**src/rtl/game_pkg.sv**
```systemverilog
// Shared definitions for the binary quiz game: FSM states, LFSR constants and the
// blank segment pattern.
package game_pkg;

    typedef enum logic [1:0] {
        IDLE   = 2'd0,
        PLAY   = 2'd1,
        RESULT = 2'd2
    } state_t;

    localparam logic [15:0] LFSR_SEED = 16'hACE1;
    localparam logic [15:0] LFSR_TAPS = 16'hB400;
    localparam logic [6:0]  SEG_BLANK = 7'h00;

    // Right-shifting Galois step; a non-zero state never maps to zero.
    function automatic logic [15:0] lfsr_step(input logic [15:0] v);
        return (v >> 1) ^ (v[0] ? LFSR_TAPS : 16'h0000);
    endfunction

endpackage

```
**src/rtl/sevenseg_decoder.sv**
```systemverilog
// Hex nibble to seven-segment pattern, segments ordered {g,f,e,d,c,b,a}, active-high.
module sevenseg_decoder
    import game_pkg::*;
(
    input  logic [3:0] i_hex,
    output logic [6:0] o_seg
);

    always_comb begin
        o_seg = SEG_BLANK;
        unique case (i_hex)
            4'h0: o_seg = 7'h3F;
            4'h1: o_seg = 7'h06;
            4'h2: o_seg = 7'h5B;
            4'h3: o_seg = 7'h4F;
            4'h4: o_seg = 7'h66;
            4'h5: o_seg = 7'h6D;
            4'h6: o_seg = 7'h7D;
            4'h7: o_seg = 7'h07;
            4'h8: o_seg = 7'h7F;
            4'h9: o_seg = 7'h6F;
            4'hA: o_seg = 7'h77;
            4'hB: o_seg = 7'h7C;
            4'hC: o_seg = 7'h39;
            4'hD: o_seg = 7'h5E;
            4'hE: o_seg = 7'h79;
            4'hF: o_seg = 7'h71;
            default: o_seg = SEG_BLANK;
        endcase
    end

endmodule

```
**src/rtl/binary_quiz_core.sv**
```systemverilog
// Game engine: input synchronisers, target LFSR, round/result timers, game FSM and a
// multiplexed hex display of the score (idle) or the target (in a round).
module binary_quiz_core
    import game_pkg::*;
#(
    parameter int WIDTH        = 8,
    parameter int DIGITS       = 2,
    parameter int SCORE_W      = 8,
    parameter int ROUND_TICKS  = 1000,
    parameter int RESULT_TICKS = 500,
    parameter int SCAN_DIV     = 64
) (
    input  logic               clk,
    input  logic               rst,
    input  logic [WIDTH-1:0]   sw,
    input  logic               start,
    input  logic               submit,
    output logic [6:0]         seg,
    output logic [DIGITS-1:0]  dig_sel,
    output logic               led_ok,
    output logic               led_fail,
    output logic [SCORE_W-1:0] score,
    output logic               playing
);

    localparam int TIMER_W = (ROUND_TICKS  > 1) ? $clog2(ROUND_TICKS)  : 1;
    localparam int HOLD_W  = (RESULT_TICKS > 1) ? $clog2(RESULT_TICKS) : 1;
    localparam int SCAN_W  = (SCAN_DIV     > 1) ? $clog2(SCAN_DIV)     : 1;
    localparam int DIG_W   = (DIGITS       > 1) ? $clog2(DIGITS)       : 1;
    localparam int DISP_W  = 4 * DIGITS;
    localparam int EXT_W   = (DISP_W >= SCORE_W && DISP_W >= WIDTH) ? DISP_W :
                             (SCORE_W >= WIDTH) ? SCORE_W : WIDTH;

    logic [WIDTH-1:0]   r_sw_meta, r_sw_sync;
    logic [1:0]         r_start_sync, r_submit_sync;
    logic               r_start_prev, r_submit_prev;
    logic               w_start_edge, w_submit_edge;
    logic [15:0]        r_lfsr;
    logic [WIDTH-1:0]   w_new_target;

    state_t             r_state, w_state;
    logic [SCORE_W-1:0] r_score, w_score;
    logic [WIDTH-1:0]   r_target, w_target;
    logic [TIMER_W-1:0] r_timer, w_timer;
    logic [HOLD_W-1:0]  r_hold, w_hold;
    logic               r_led_ok, w_led_ok, r_led_fail, w_led_fail;

    logic [SCAN_W-1:0]  r_scan_cnt;
    logic [DIG_W-1:0]   r_dig_idx, w_dig_next;
    logic               w_scan_wrap;
    logic [EXT_W-1:0]   w_score_ext, w_target_ext;
    logic [DISP_W-1:0]  w_disp_src;
    logic [3:0]         w_nibble;
    logic [6:0]         w_seg, r_seg;
    logic [DIGITS-1:0]  w_dig_sel_next, r_dig_sel;

    // NOTE: sequential state uses non-blocking assignments so every flop samples pre-edge values.
    always_ff @(posedge clk or posedge rst) begin
        if (rst) begin
            r_sw_meta     <= '0;
            r_sw_sync     <= '0;
            r_start_sync  <= '0;
            r_submit_sync <= '0;
            r_start_prev  <= 1'b0;
            r_submit_prev <= 1'b0;
            r_lfsr        <= LFSR_SEED;
        end else begin
            r_sw_meta     <= sw;
            r_sw_sync     <= r_sw_meta;
            r_start_sync  <= {r_start_sync[0], start};
            r_submit_sync <= {r_submit_sync[0], submit};
            r_start_prev  <= r_start_sync[1];
            r_submit_prev <= r_submit_sync[1];
            r_lfsr        <= lfsr_step(r_lfsr);
        end
    end

    assign w_start_edge  = r_start_sync[1]  & ~r_start_prev;
    assign w_submit_edge = r_submit_sync[1] & ~r_submit_prev;
    assign w_new_target  = (r_lfsr[WIDTH-1:0] == '0) ? WIDTH'(1) : r_lfsr[WIDTH-1:0];

    always_ff @(posedge clk or posedge rst) begin
        if (rst) begin
            r_state    <= IDLE;
            r_score    <= '0;
            r_target   <= '0;
            r_timer    <= '0;
            r_hold     <= '0;
            r_led_ok   <= 1'b0;
            r_led_fail <= 1'b0;
        end else begin
            r_state    <= w_state;
            r_score    <= w_score;
            r_target   <= w_target;
            r_timer    <= w_timer;
            r_hold     <= w_hold;
            r_led_ok   <= w_led_ok;
            r_led_fail <= w_led_fail;
        end
    end

    // NOTE: every always_comb output gets its hold value first, so no path infers a latch.
    always_comb begin
        w_state    = r_state;
        w_score    = r_score;
        w_target   = r_target;
        w_timer    = r_timer;
        w_hold     = r_hold;
        w_led_ok   = r_led_ok;
        w_led_fail = r_led_fail;
        unique case (r_state)
            IDLE: begin
                if (w_start_edge) begin
                    w_score  = '0;
                    w_target = w_new_target;
                    w_timer  = TIMER_W'(ROUND_TICKS - 1);
                    w_state  = PLAY;
                end
            end
            PLAY: begin
                // A submit in the timer==0 cycle wins over the timeout.
                if (w_submit_edge) begin
                    if (r_sw_sync == r_target) begin
                        if (r_score != '1) w_score = r_score + 1'b1;
                        w_led_ok = 1'b1;
                    end else begin
                        w_led_fail = 1'b1;
                    end
                    w_hold  = HOLD_W'(RESULT_TICKS - 1);
                    w_state = RESULT;
                end else if (r_timer == '0) begin
                    w_led_fail = 1'b1;
                    w_hold     = HOLD_W'(RESULT_TICKS - 1);
                    w_state    = RESULT;
                end else begin
                    w_timer = r_timer - 1'b1;
                end
            end
            RESULT: begin
                if (r_hold == '0) begin
                    w_led_ok   = 1'b0;
                    w_led_fail = 1'b0;
                    if (r_led_ok) begin
                        w_target = w_new_target;
                        w_timer  = TIMER_W'(ROUND_TICKS - 1);
                        w_state  = PLAY;
                    end else begin
                        w_state = IDLE;
                    end
                end else begin
                    w_hold = r_hold - 1'b1;
                end
            end
            default: w_state = IDLE;
        endcase
    end

    assign w_score_ext  = EXT_W'(r_score);
    assign w_target_ext = EXT_W'(r_target);
    assign w_disp_src   = (r_state == IDLE) ? w_score_ext[DISP_W-1:0] : w_target_ext[DISP_W-1:0];

    assign w_scan_wrap = (r_scan_cnt == SCAN_W'(SCAN_DIV - 1));
    assign w_dig_next  = !w_scan_wrap ? r_dig_idx :
                         (r_dig_idx == DIG_W'(DIGITS - 1)) ? '0 : r_dig_idx + 1'b1;

    // Digit select and nibble both come from the next index, so seg and dig_sel move together.
    always_comb begin
        w_nibble       = 4'h0;
        w_dig_sel_next = '0;
        for (int i = 0; i < DIGITS; i++) begin
            if (w_dig_next == DIG_W'(i)) begin
                w_nibble          = w_disp_src[4*i +: 4];
                w_dig_sel_next[i] = 1'b1;
            end
        end
    end

    sevenseg_decoder u_dec (
        .i_hex (w_nibble),
        .o_seg (w_seg)
    );

    always_ff @(posedge clk or posedge rst) begin
        if (rst) begin
            r_scan_cnt <= '0;
            r_dig_idx  <= '0;
            r_seg      <= SEG_BLANK;
            r_dig_sel  <= DIGITS'(1);
        end else begin
            r_scan_cnt <= w_scan_wrap ? '0 : r_scan_cnt + 1'b1;
            r_dig_idx  <= w_dig_next;
            r_seg      <= w_seg;
            r_dig_sel  <= w_dig_sel_next;
        end
    end

    assign seg      = r_seg;
    assign dig_sel  = r_dig_sel;
    assign led_ok   = r_led_ok;
    assign led_fail = r_led_fail;
    assign score    = r_score;
    assign playing  = (r_state == PLAY);

endmodule

```
**config.mk**
```make
export PLATFORM = sky130hd
export DESIGN_NAME = binary_quiz_core
export DESIGN_NICKNAME = d
export VERILOG_FILES = /design/src/rtl/game_pkg.sv /design/src/rtl/sevenseg_decoder.sv /design/src/rtl/binary_quiz_core.sv
export SDC_FILE = /design/constraint.sdc
export NUM_CORES = 1
export LEC_CHECK = 0
export ABC_AREA = 1
export CAP_MARGIN = 30
export CORE_UTILIZATION = 47
export CTS_BUF_LIST = sky130_fd_sc_hd__clkbuf_8
export DETAILED_ROUTE_END_ITERATION = 10
export GPL_ROUTABILITY_DRIVEN = 0
export PLACE_DENSITY = 0.69
export SLEW_MARGIN = 25
export SYNTH_ARGS = -nofsm -noshare
export SYNTH_HDL_FRONTEND = slang
export SYNTH_HIERARCHICAL = 1
export SYNTH_SLANG_ARGS = --single-unit
```
**constraint.sdc**
```tcl
create_clock -name clk -period 3.1 [get_ports clk]
set_input_delay 0.62 -clock clk [delete_from_list [all_inputs] [get_ports clk]]
set_output_delay 0.62 -clock clk [all_outputs]
set_load 0.02 [all_outputs]
```
==> qor.log <==
qor: clocking.cts.reportedPaths.clkPinSlew 0.10 ns
qor: pwr.pwr_density_cell 882 nW/um^2
qor: clocking.cts_setup_buffers 0
qor: sta.period_share 85.6%
qor: sta.final_hold_viol_count 0
qor: route.drtIter0Drc 179
qor: route.final_antenna_net_count 0
qor: clocking.cts_resized 0
qor: sta.finalMaxSlewViolations 0
qor: route.drt-total-wl 8.19 mm
qor: route.avgRoutedWirePerCell 12.8 um
qor: route.vias 3202
qor: clocking.max-clock-path-buffers 2
qor: finish.area_growth_syn_to_layout 13.0%
qor: sta.timing.clock.skew 0.00743 ns
qor: worst_setup_path.worst_ep_arrival_time 2.03 ns
qor: worst_setup_path.worstPathRequired 2.48 ns
qor: worst_setup_path.regToRegStartpoint r_scan_cnt[0]
qor: sta.final.setup.worst_slack 0.446 ns
qor: sta.fmax 377 MHz
qor: clocking.clock_latency 0.37 ns
qor: finish.layout.core_utilization 55.9%
qor: finish.mostFrequentLayoutCell sky130_fd_sc_hd__nand2_1
qor: global_routing.largest_net_degree_at_the_start_of_global_routing 93
qor: synth.synth.distinct_cells 36
qor: floorplanning.die-width 98.8 um
qor: pwr.power.static_leakage 2.33 nW
qor: floorplanning.start_util 49.5%
qor: placed_design.placed_cells_incl_taps 622
qor: status.status finished clean
qor: sta.worst_slew_margin_rel 59.3%
qor: flow_run.cap_viol_max_count 0
qor: clocking.clockRootBuffer sky130_fd_sc_hd__clkbuf_8
qor: synth.synth_cells 493
qor: synth.synth-main-ff-cell sky130_fd_sc_hd__dfrtp_1
qor: worst_setup_path.crit_chain inv_1 > ha_1 > clkdlybuf4s50_1
qor: floorplanning.die_area 9750 um^2
qor: route.wl_met1 3.89 mm
qor: synth.edff_count_synth 0
qor: route.post-route-drc-count 0
qor: floorplanning.chipHeight 98.8 um
qor: sta.finalHoldWorstSlack 0.354 ns
qor: sta.setup_viol_count_final 0
qor: placed_design.post-dp-hpwl 5.70 mm
qor: floorplanning.core 8890 um^2
qor: clocking.hold_buffers 0
qor: route.dr.max_layer_used met4
qor: route.met3_routed_length 332 um
qor: worst_setup_path.worstSetupEndpointType output pin
qor: worst_setup_path.worst_setup_path_start_kind register
qor: clocking.cts_tree done
qor: synth.synth-async-reset-ratio 100%
qor: route.drt_first_pass_iters 4
qor: clocking.ctsHtreeMaxLevel 3
qor: placed_design.detailedPlace.worstSlack 0.556 ns
qor: finish.final_cell_mix 147 x sky130_fd_sc_hd__nand2_1, 83 x sky130_fd_sc_hd__dfrtp_1, 40 x sky130_fd_sc_hd__inv_1, 32 x sky130_fd_sc_hd__nand3_1
qor: worst_setup_path.setup.worst_path.class reg2out
qor: finish.finish.instance_area 4970 um^2
qor: worst_setup_path.cp_slowest_cell sky130_fd_sc_hd__clkdlybuf4s50_1
qor: synth.synth.ff_latch_count 92
qor: pwr.power 4.38 mW
qor: sta.rsz_0062_raised_after_global_routing no
qor: worst_setup_path.critPathLaunch r_state[1]
qor: route.routed_via_density 5.02
qor: finish.fillCellCount 814
qor: finish.num_antenna_cells 0
qor: clocking.cts.sinks 92
qor: sta.final_period_minus_worst_setup_slack 2.65 ns
qor: placed_design.placed_area 4780 um^2
qor: global_routing.grt_antenna_before_repair 0
qor: floorplanning.rows 34
qor: global_routing.track_usage 19.2%
qor: min_path.timing.hold.worst.class reg2reg
qor: finish.drive_above_1_share 11.3%
qor: route.route.met2.wl 3.81 mm
qor: global_routing.grt_overflow 0
qor: finish.nNetsFinal 552
qor: worst_setup_path.max_stage_delay 0.70 ns
qor: sta.worst_pin_slew 0.606 ns
qor: finish.layout.cells.non_filler 638
qor: global_routing.grt_pass1_wl 14.5 mm
qor: pwr.vdd.ir_drop.worst 405 uV
qor: clocking.numCtsBuffers 9
qor: synth.synth_area 4400 um^2
qor: min_path.holdCritStartpoint r_sw_meta[6]
qor: sta.setup_total_negative_slack 0 ns
qor: synth.synth.yosys.warnings 6
qor: placed_design.placement.io_buffers 31
qor: synth.portion_of_the_post_synthesis_area_used_by_sequential_elements 52.6%
qor: floorplanning.floorplan.io_pins 32
qor: synth.syn-num-nets 520
qor: worst_setup_path.path_max_fanout 9
qor: synth.avg_synthesized_cell_area 8.93 um^2
qor: global_routing.vias_in_the_first_global_route 3124
[synthesized netlist by cell type (2+ instances only)]
cell	instances	area (um^2)
sky130_fd_sc_hd__nor2_1	31	116
sky130_fd_sc_hd__nand2_4	2	22.5
sky130_fd_sc_hd__nand3_2	2	20.0
sky130_fd_sc_hd__nand3_1	32	160
sky130_fd_sc_hd__buf_4	3	22.5
sky130_fd_sc_hd__nand2_1	147	552
sky130_fd_sc_hd__o21ai_2	2	17.5
sky130_fd_sc_hd__ha_1	15	188
sky130_fd_sc_hd__dfrtp_1	83	2080
sky130_fd_sc_hd__nor3_1	4	20.0
sky130_fd_sc_hd__dfstp_2	9	236
sky130_fd_sc_hd__nand3b_1	4	30.0
sky130_fd_sc_hd__nor2_4	3	33.8
sky130_fd_sc_hd__inv_2	8	30.0
sky130_fd_sc_hd__nand2_2	5	31.3
sky130_fd_sc_hd__inv_1	41	154
sky130_fd_sc_hd__a21oi_4	2	32.5
sky130_fd_sc_hd__or2_2	3	18.8
sky130_fd_sc_hd__buf_6	5	56.3
sky130_fd_sc_hd__o21ai_0	23	115
sky130_fd_sc_hd__nand4_1	6	37.5
sky130_fd_sc_hd__clkbuf_1	2	7.51
sky130_fd_sc_hd__xor2_1	9	78.8
sky130_fd_sc_hd__nor3b_1	3	22.5
sky130_fd_sc_hd__nor2_2	2	12.5
sky130_fd_sc_hd__xnor2_1	9	78.8
sky130_fd_sc_hd__buf_2	2	10.0
sky130_fd_sc_hd__o21ai_1	23	115
sky130_fd_sc_hd__a21oi_1	6	30.0
[per-layer routing]
metal,up-vias,global-route usage (%)
met5,-,0
met4,0,7.58
met3,15,4.54
met2,59,29.5
met1,1498,26.4
li1,1630,-
[cell type report]
class / count / area (um^2) / area share [%]
sequential: 92 / 2310 / 46.5
multi-input combinational: 340 / 1810 / 36.3
timing repair buffer: 33 / 338 / 6.79
inverter: 49 / 185 / 3.72
clock buffer: 10 / 138 / 2.77
tap: 108 / 135 / 2.72
clock inverter: 6 / 57.6 / 1.16
[path summary, 6_finish.rpt]
path                                  to  slack (ns)  cells past startpoint
setup / recovery                 playing        0.45                      3
hold / removal              r_sw_sync[6]        0.35                      0
setup reg to reg                  seg[3]        0.52                     12
hold reg to reg             r_sw_sync[6]        0.35                      0
max in group asynchronous      r_lfsr[7]        2.07                      3
min in group asynchronous  r_scan_cnt[4]        0.67                      3
[state kept, by name, indices dropped and copies added (netlist names)]
register	flops
r_start_prev	1
led_ok	1
r_state	2
r_dig_idx	1
r_hold	9
led_fail	1
r_submit_prev	1
r_scan_cnt	6
r_submit_sync	2
r_sw_meta	8
dig_sel	1
r_lfsr	16
r_target	8
r_timer	10
score	8
seg	7
r_start_sync	2
r_sw_sync	8
[cell families after synthesis]
group | after synthesis | synth area share (%)
flip-flops | 92 | 52.6
buffers and inverters | 61 | 6.37
adder cells (fa/ha/maj) | 15 | 4.26
XOR/XNOR | 18 | 3.58
AO/OA/AOI/OAI | 59 | 7.76
AND/OR/NAND/NOR | 247 | 25.2
multiplexers | 1 | 0.227
[critical path, delay by kind of cell (launching register included)]
kind	cells	cell delay, ns
DFF	1	0.41
adders and majority gates	1	0.46
buffers and inverters	2	0.80
[report_power, final]
group / internal [mW] / leakage [nW] / switching [mW]
clock network: 0.336 / 0.102 / 0.455
registers: 1.43 / 1.12 / 0.163
logic: 0.687 / 1.11 / 1.31
(Power assumes the default switching activity.)
